`config.mk`:
```
export PLATFORM = sky130hd
export DESIGN_NAME = commit_trace_ctrl_flat
export DESIGN_NICKNAME = d
export VERILOG_FILES = /design/src/rtl/commit_trace_if.sv /design/src/rtl/commit_trace_ctrl.sv /design/src/flat_wrapper.sv
export SDC_FILE = /design/constraint.sdc
export NUM_CORES = 1
export LEC_CHECK = 0
export ABC_CLOCK_PERIOD_IN_PS = 7090
export BUFFER_PORTS_ARGS = -buffer_cell sky130_fd_sc_hd__buf_2
export CAP_MARGIN = 5
export CORE_AREA = 2 2 204 206
export CTS_BUF_LIST = sky130_fd_sc_hd__clkbuf_8 sky130_fd_sc_hd__clkbuf_16
export DETAILED_ROUTE_END_ITERATION = 10
export DIE_AREA = 0 0 206 208
export PLACE_DENSITY = 0.7
export SKIP_CTS_REPAIR_TIMING = 1
export SLEW_MARGIN = 20
export SYNTH_ARGS = -nofsm -noshare
export SYNTH_HDL_FRONTEND = slang
export SYNTH_SLANG_ARGS = --single-unit
```
`constraint.sdc`:
```
create_clock -name clock -period 7.09 [get_ports clock]
set_input_delay 0.3545 -clock clock [delete_from_list [all_inputs] [get_ports clock]]
set_output_delay 0.3545 -clock clock [all_outputs]
set_load 0.02 [all_outputs]
```
`src/rtl/commit_trace_if.sv`:
```
// Bundle of the commit-side and trace-side signals of commit_trace_ctrl.
//   slave  : the controller (takes commit events and trace_en, drives the trace side)
//   master : the environment (commit stage plus trace sink)
// Signals: in_valid/in_ready/in_inst/in_dnpc form the commit handshake.
//          trace_en/out_valid/out_inst/out_dnpc form the trace port.
//          retired_count/halt/timeout/busy are status outputs.
interface commit_trace_if;
  logic        in_valid;
  logic        in_ready;
  logic [31:0] in_inst;
  logic [63:0] in_dnpc;
  logic        trace_en;
  logic        out_valid;
  logic [31:0] out_inst;
  logic [63:0] out_dnpc;
  logic [63:0] retired_count;
  logic        halt;
  logic        timeout;
  logic        busy;

  modport slave (
    input  in_valid, in_inst, in_dnpc, trace_en,
    output in_ready, out_valid, out_inst, out_dnpc, retired_count, halt, timeout, busy
  );

  modport master (
    output in_valid, in_inst, in_dnpc, trace_en,
    input  in_ready, out_valid, out_inst, out_dnpc, retired_count, halt, timeout, busy
  );
endinterface

```
`src/rtl/commit_trace_ctrl.sv`:
```
// Sequencer between the commit stage and the instruction trace sink.
// Retired {inst, dnpc} events are buffered in a DEPTH-entry FIFO and handed
// to the sink one per cycle when trace_en allows. Retirements are counted.
// An accepted ebreak stops intake and, once the FIFO drains, raises halt.
// A watchdog raises timeout after TIMEOUT_CYCLES cycles in RUN without an accept.
// Ports:
//   clock : rising-edge clock for all state
//   reset : synchronous, active-low
//   bus   : commit_trace_if.slave with the commit handshake, trace port and status
module commit_trace_ctrl #(
  parameter int unsigned DEPTH          = 4,
  parameter int unsigned TIMEOUT_CYCLES = 1024,
  parameter logic [31:0] EBREAK_INST    = 32'h0010_0073
) (
  input logic            clock,
  input logic            reset,
  commit_trace_if.slave  bus
);

  localparam int unsigned PtrW = (DEPTH > 1) ? $clog2(DEPTH) : 1;
  localparam int unsigned CntW = PtrW + 1;
  localparam int unsigned WdW  = (TIMEOUT_CYCLES > 1) ? $clog2(TIMEOUT_CYCLES) : 1;
  localparam logic [CntW-1:0] Full  = CntW'(DEPTH);
  localparam logic [WdW-1:0]  WdMax = WdW'(TIMEOUT_CYCLES - 1);

  typedef enum logic [1:0] {StRun, StDrain, StHalt, StStuck} state_e;

  state_e          state_q, state_d;
  logic [PtrW-1:0] wr_ptr_q, wr_ptr_d;
  logic [PtrW-1:0] rd_ptr_q, rd_ptr_d;
  logic [CntW-1:0] occ_q, occ_d;
  logic [63:0]     retired_q, retired_d;
  logic [WdW-1:0]  wd_q, wd_d;

  // Payload storage is not reset; occupancy alone decides what is valid.
  logic [31:0] inst_mem [DEPTH];
  logic [63:0] dnpc_mem [DEPTH];

  logic in_ready;
  logic out_valid;
  logic push;
  logic pop;

  // Everything visible outside depends on registered state only.
  always_comb begin
    in_ready  = (state_q == StRun) && (occ_q < Full);
    out_valid = (occ_q != '0);
    push      = bus.in_valid && in_ready;
    pop       = out_valid && bus.trace_en;
  end

  always_comb begin
    bus.in_ready      = in_ready;
    bus.out_valid     = out_valid;
    bus.out_inst      = inst_mem[rd_ptr_q];
    bus.out_dnpc      = dnpc_mem[rd_ptr_q];
    bus.retired_count = retired_q;
    bus.halt          = (state_q == StHalt);
    bus.timeout       = (state_q == StStuck);
    bus.busy          = out_valid;
  end

  // FIFO bookkeeping, retirement counter and watchdog.
  always_comb begin
    wr_ptr_d  = push ? wr_ptr_q + PtrW'(1) : wr_ptr_q;
    rd_ptr_d  = pop  ? rd_ptr_q + PtrW'(1) : rd_ptr_q;
    retired_d = pop  ? retired_q + 64'd1   : retired_q;
    occ_d     = occ_q;
    case ({push, pop})
      2'b10:   occ_d = occ_q + CntW'(1);
      2'b01:   occ_d = occ_q - CntW'(1);
      default: occ_d = occ_q;
    endcase

    wd_d = wd_q;
    if (push || (state_q != StRun)) begin
      wd_d = '0;
    end else if (wd_q != WdMax) begin
      wd_d = wd_q + WdW'(1);
    end
  end

  // Next state. DRAIN looks at the post-edge occupancy so halt is visible the
  // cycle right after the ebreak entry is popped.
  always_comb begin
    state_d = state_q;
    case (state_q)
      StRun: begin
        if (push && (bus.in_inst == EBREAK_INST)) begin
          state_d = StDrain;
        end else if (!push && (wd_q == WdMax)) begin
          state_d = StStuck;
        end
      end
      StDrain: begin
        if (occ_d == '0) state_d = StHalt;
      end
      default: state_d = state_q;
    endcase
  end

  always_ff @(posedge clock) begin
    if (!reset) begin
      state_q   <= StRun;
      wr_ptr_q  <= '0;
      rd_ptr_q  <= '0;
      occ_q     <= '0;
      retired_q <= '0;
      wd_q      <= '0;
    end else begin
      state_q   <= state_d;
      wr_ptr_q  <= wr_ptr_d;
      rd_ptr_q  <= rd_ptr_d;
      occ_q     <= occ_d;
      retired_q <= retired_d;
      wd_q      <= wd_d;
    end
  end

  always_ff @(posedge clock) begin
    if (push) begin
      inst_mem[wr_ptr_q] <= bus.in_inst;
      dnpc_mem[wr_ptr_q] <= bus.in_dnpc;
    end
  end

endmodule

```
`src/flat_wrapper.sv`:
```
// flat-port wrapper written by rule: the top's interface ports become plain ports
module commit_trace_ctrl_flat 
#(
  parameter int unsigned DEPTH          = 4,
  parameter int unsigned TIMEOUT_CYCLES = 1024,
  parameter logic [31:0] EBREAK_INST    = 32'h0010_0073
)
  (clock, reset, bus_in_valid, bus_in_inst, bus_in_dnpc, bus_trace_en, bus_in_ready, bus_out_valid, bus_out_inst, bus_out_dnpc, bus_retired_count, bus_halt, bus_timeout, bus_busy);
  commit_trace_if bus_i ();
  input logic clock;
  input logic reset;
  input wire logic [$bits(bus_i.in_valid)-1:0] bus_in_valid;
  input wire logic [$bits(bus_i.in_inst)-1:0] bus_in_inst;
  input wire logic [$bits(bus_i.in_dnpc)-1:0] bus_in_dnpc;
  input wire logic [$bits(bus_i.trace_en)-1:0] bus_trace_en;
  output wire logic [$bits(bus_i.in_ready)-1:0] bus_in_ready;
  output wire logic [$bits(bus_i.out_valid)-1:0] bus_out_valid;
  output wire logic [$bits(bus_i.out_inst)-1:0] bus_out_inst;
  output wire logic [$bits(bus_i.out_dnpc)-1:0] bus_out_dnpc;
  output wire logic [$bits(bus_i.retired_count)-1:0] bus_retired_count;
  output wire logic [$bits(bus_i.halt)-1:0] bus_halt;
  output wire logic [$bits(bus_i.timeout)-1:0] bus_timeout;
  output wire logic [$bits(bus_i.busy)-1:0] bus_busy;
  assign bus_i.in_valid = bus_in_valid;
  assign bus_i.in_inst = bus_in_inst;
  assign bus_i.in_dnpc = bus_in_dnpc;
  assign bus_i.trace_en = bus_trace_en;
  assign bus_in_ready = bus_i.in_ready;
  assign bus_out_valid = bus_i.out_valid;
  assign bus_out_inst = bus_i.out_inst;
  assign bus_out_dnpc = bus_i.out_dnpc;
  assign bus_retired_count = bus_i.retired_count;
  assign bus_halt = bus_i.halt;
  assign bus_timeout = bus_i.timeout;
  assign bus_busy = bus_i.busy;
  commit_trace_ctrl #(.DEPTH(DEPTH), .TIMEOUT_CYCLES(TIMEOUT_CYCLES), .EBREAK_INST(EBREAK_INST)) u_core (.clock(clock), .reset(reset), .bus(bus_i));
endmodule
```
# == Word-level counts from Yosys, hierarchy flattened ==
# Memory sizes are Yosys's and may differ from the RTL's. A register that Yosys moved wholly into a read port is not among the register bits.
# Cells that the tools add are included.
# word_totals
out_inout_bits,165
regBits,83
n_memories,2
inputBits,100
mem_bits_rw,384
wordCells,51
# memory_table
name,words,word_bits,read_ports,rd_ports_with_merged_regs,wr,line,rtl
u_core.dnpc_mem,4,64,1,1,1,commit_trace_ctrl.sv:37,logic [63:0] dnpc_mem [DEPTH];
u_core.inst_mem,4,32,1,1,1,commit_trace_ctrl.sv:36,logic [31:0] inst_mem [DEPTH];
# op_classes
reduce_logical,14
n_eq_ne,10
bitwise_logic,1
magnitude_cmp,1
add_sub_neg,6
n_mux,11
# op_table
cell,count
$add 64x1->64 const B,1
$eq 32x21->1 const B,1
$mux 2,7
$add 10x1->10 const B,1
$eq 10x10->1 const B,1
$ne 10x10->1 const B,1
$eq 2x2->1 const B,3
$pmux 3 s2,1
$logic_and 1x1->1,5
$add 2x1->2 const B,2
$eq 2x1->1 const B,2
$pmux 2 s2,1
$reduce_bool 2->1,2
$add 3x1->3 const B,1
$logic_not 3->1,1
$lt 3x3->1 const B,1
$ne 3x3->1 const B,1
$reduce_and 3->1,1
$reduce_bool 3->1,1
$sub 3x1->3 const B,1
$logic_not 2->1,1
$mux 1,2
$ne 2x1->1 const B,1
$reduce_or 2->1,1
3 further kinds,3

# == Depth between registers and ports, before layout ==
# depth
ltp_word,8
ltp_mapped,11
mapped_depth_nobuf,11

# == Worst setup path before layout ==
# No wires, ideal clock.
# synth_timing
path_kind,reg-to-reg
start,register u_core.occ_q[2]
end,"memory u_core.dnpc_mem[0][0], enable pin"
setup_ns,0.466
period_less_slack_ns,3.779
stages_incl_launch_ff,4
t_arrival_ns,3.314
setup_slack_ns,3.311
required_time_ns,6.624
cell_sequence,dfxtp_1 -> nand2b_1 -> nor3_1 -> and2_1
# synth_between
elab_chain_len,5
# synth_rtl
item,line,rtl
start: declaration,commit_trace_ctrl.sv:31,"logic [CntW-1:0] occ_q, occ_d;"
start signal: assignment,commit_trace_ctrl.sv:107,occ_q <= '0;
start signal: assignment,commit_trace_ctrl.sv:114,occ_q <= occ_d;
$lt 3x3->1,commit_trace_ctrl.sv:46,in_ready = (state_q == StRun) && (occ_q < Full);
$logic_and 1x1->1,commit_trace_ctrl.sv:46,
$logic_and 1x1->1,commit_trace_ctrl.sv:48,push = bus.in_valid && in_ready;
$mux 1,commit_trace_ctrl.sv:121,if (push) begin
$mux 1 (not written as such),commit_trace_ctrl.sv:123,dnpc_mem[wr_ptr_q] <= bus.in_dnpc;
end: declaration,commit_trace_ctrl.sv:37,
# No other way between the ends.

==> results by group <==
Critical path
  – R2R cell count: 5
  – Startpoint Class: flop
  – R2r startpoint: u_core.bus.retired_count[13]
  – Worst Path Buf+Inv: 2
  – Reg2Reg Setup Slack: 4.24 ns
  – Worst Path Required: 6.74 ns
  – Stages on worst setup path: 3
  – RR Endpoint: u_core.bus.retired_count[61]
  – CP top delay family: buffers and inverters
  – Crit path cell chain: buf_4, mux4_2, buf_2
  – Setup CP Type: reg2out
  – Data arrival, critical path: 2.94 ns
  – CP max-delay cell: buf_4
  – CP max stage delay: 0.80 ns
  – CP endpoint: bus_out_inst[1]
  – Crit Path Max Fanout: 45
  – Worst Setup End Kind: output port

Timing
  – Final Hold Fails: 0
  – Hold Slack: 0.0190 ns
  – Fin. max-slew vios: 0
  – RSZ-0062 raised after global routing: false
  – Worst-Margin Slew: 1.10 ns
  – Fmax: slightly above 300 MHz
  – Clk_skew: 0.00869 ns
  – Final Critical Period: 3.29 ns
  – Sum Neg Setup Slack: 0 ns
  – Final setup violation count: 0
  – Worst slew margin: 0.257
  – Final period utilization: 0.464

Layout
  – Share of layout cells above drive strength 1: 0.319
  – Multi-input logic area: 4580 µm²
  – Storage cell area: 13200 µm²
  – Area growth syn-to-layout: 24.2%
  – Nets: 1499
  – Final Cell Area: 22400 µm²
  – # fillers: 3176

Placement
  – DPL Wire Length: 24800 µm
  – Port Buffer Count: 264
  – Placed cell areas: 20000 µm²
  – GPL Wtd Cong: 0.836

Logic synthesis
  – Synth async-reset ratio: 0
  – Top-area cell type share of the netlist area: 0.640
  – Avg Cell Area, Syn: between 15 and 20 µm²
  – Synth cell types: 47
  – Number of flops mapped to enable cells by yosys: 384
  – Mapped Area: about 18000 µm²
  – Register area share after synthesis: 0.734
  – Main flop type after synthesis: edfxtp_1
  – Synth top cells by count: 384 x edfxtp_1, 96 x mux4_2, 85 x dfxtp_1
  – Yosys warns: 0
  – Count leader, synth: edfxtp_1
  – Leading area contributor after synthesis: edfxtp_1
  – Count of state elements after synthesis: 469
  – Syn_nets: 1126
  – Largest cells by area after synthesis: edfxtp_1 64%, mux4_2 12%, dfxtp_1 9.4%, nand4_1 1.3%, nor2_1 1.2%
  – Gate Count Post-Synth: 1018

Detailed routing
  – DR vias/cell: 5.41
  – DR WL/cell: 20.4 µm
  – Overall via count from detail_route: 10.6k
  – Drt drc: 0
  – First-pass iteration count of the detailed router: 6
  – Wirelength, routed: 40100 µm
  – Antenna Violating Nets Remaining: 0
  – Iter 0 DRT Violations: 896

Clock network
  – Max clock buf depth: 3
  – CTS root buf: clkbuf_16
  – Reg clk slew, reported paths: 0.06 ns
  – TritonCTS clock tree: built
  – H-tree levels: 2
  – Sink Count: 469
  – CTS Buf Count: 48
  – Worst skew pair latency: 0.58 ns

Global routing
  – Global-route wire length before repair: 59400 µm
  – GRT Total Usage: 0.182
  – GRT Residual Overflow: 0
  – Largest net degree at the start of global routing: 70
  – Antenna violations before repair: 6
  – Vias in the first global route: 10.3k

Power and ir drop
  – Maximum vdd ir drop: 162 µV
  – Psw: around 2.2 mW
  – Pwr/cell area: 339 nW/µm²
  – Net Sw Frac: 0.286
  – Internal power: roughly 5.4 mW
  – Leakage: 7.65 nW
  – Clk network pwr share: 0.321
  – Seq pwr share: 0.452
  – Gate power share: 0.227

Die
  – Initial Util: 0.444
  – Row count: 74
  – Core area: 40600 µm²
  – Total die area: about 43000 µm²
  – Die Y: 208 µm
  – Top Ports: 265
  – Die X: ~210 µm

Job
  – Max_cap viols: 0

Min path
  – HP Class: in2reg

Outcome
  – Result of the run: complete, no violations
==> power by group through the flow <==
| stage | Sequential, mW | Combinational, mW | Clock (mW) |
|---|---|---|---|
| finish | 3.43 | 1.72 | 2.44 |
| global route | 3.46 | 1.85 | 2.61 |
| CTS | 3.44 | 1.71 | 2.50 |
| detailed placement | 3.49 | 1.71 | 0 |
| global placement | 3.47 | 1.70 | 0 |
| floorplan | 3.44 | 1.19 | 0 |
==> layout by cell type, fill, tap and decap left out, types with 24 or more instances in the layout <==
master         count
nand4_1           37
buf_2            264
a21oi_1           34
nor2_1            59
o21ai_0           25
dlygate4sd3_1     86
edfxtp_1         384
clkbuf_16         48
dfxtp_1           83
mux4_2            96
or3_1             24
nand2_1           33
nand3_1           30
inv_1             28
==> flip-flops by register name (all words and copies together), names as in the netlist, named ones only <==
name	count
u_core.bus.retired_count	64
u_core.rd_ptr_q	2
u_core.wd_q	10
u_core.state_q	2
u_core.wr_ptr_q	2
u_core.occ_q	3
u_core.inst_mem	128
u_core.dnpc_mem	256
==> cell type report <==
type	count	share of cell area
Clock buffer	50	0.0549
Sequential cell	469	0.592
Tap cell	532	0.0298
Clock inverter	38	0.0138
Antenna cell	5	0.000559
Timing Repair Buffer	362	0.102
Inverter	18	0.00302
Multi-Input combinational cell	492	0.205
==> cells by family after synthesis <==
logic type | Yosys count | share of synthesized area
fa+ha+maj | 8 | 0.00597
simple gates | 265 | 0.0811
buf+inv | 57 | 0.0121
xor+xnor | 42 | 0.0204
compound gates | 78 | 0.0244
flops | 469 | 0.734
mux | 99 | 0.122
==> layer usage <==
layer | vias to the layer above | global-route usage | wire (µm)
li1 | 4858 | - | -
met1 | 5313 | 0.240 | 16500
met2 | 400 | 0.294 | 19600
met3 | 58 | 0.0603 | 3400
met4 | 6 | 0.0424 | 664
met5 | - | 0 | 38
==> through the flow <==
stage           util  setup slack (ns)  power (mW)  cells
2_1_floorplan      -              3.31        4.63   1018
3_3_place_gp   0.492              4.32        5.17   1787
3_5_place_dp   0.492              4.32        5.20   1787
4_1_cts        0.530              3.68        7.65   1875
5_1_grt        0.551              3.54        7.91   1962
6_report       0.552              3.80        7.59   1966
==> worst min path at each step <==
| stage | from | end | slack, ns | depth (start not counted) |
|---|---|---|---|---|
| floorplan | bus_in_dnpc[0] | u_core.dnpc_mem[0][0] | 0.45 | 0 |
| global placement | u_core.bus.retired_count[63] | u_core.bus.retired_count[63] | 0.48 | 2 |
| detailed placement | u_core.bus.retired_count[61] | u_core.bus.retired_count[61] | 0.49 | 2 |
| CTS | bus_in_dnpc[54] | u_core.dnpc_mem[3][54] | -0.05 | 1 |
| global route | bus_in_dnpc[1] | u_core.dnpc_mem[1][1] | -0.0005 | 1 |
| finish | bus_in_dnpc[1] | u_core.dnpc_mem[1][1] | 0.02 | 1 |
No activity file was read; power rests on OpenSTA's default activity.
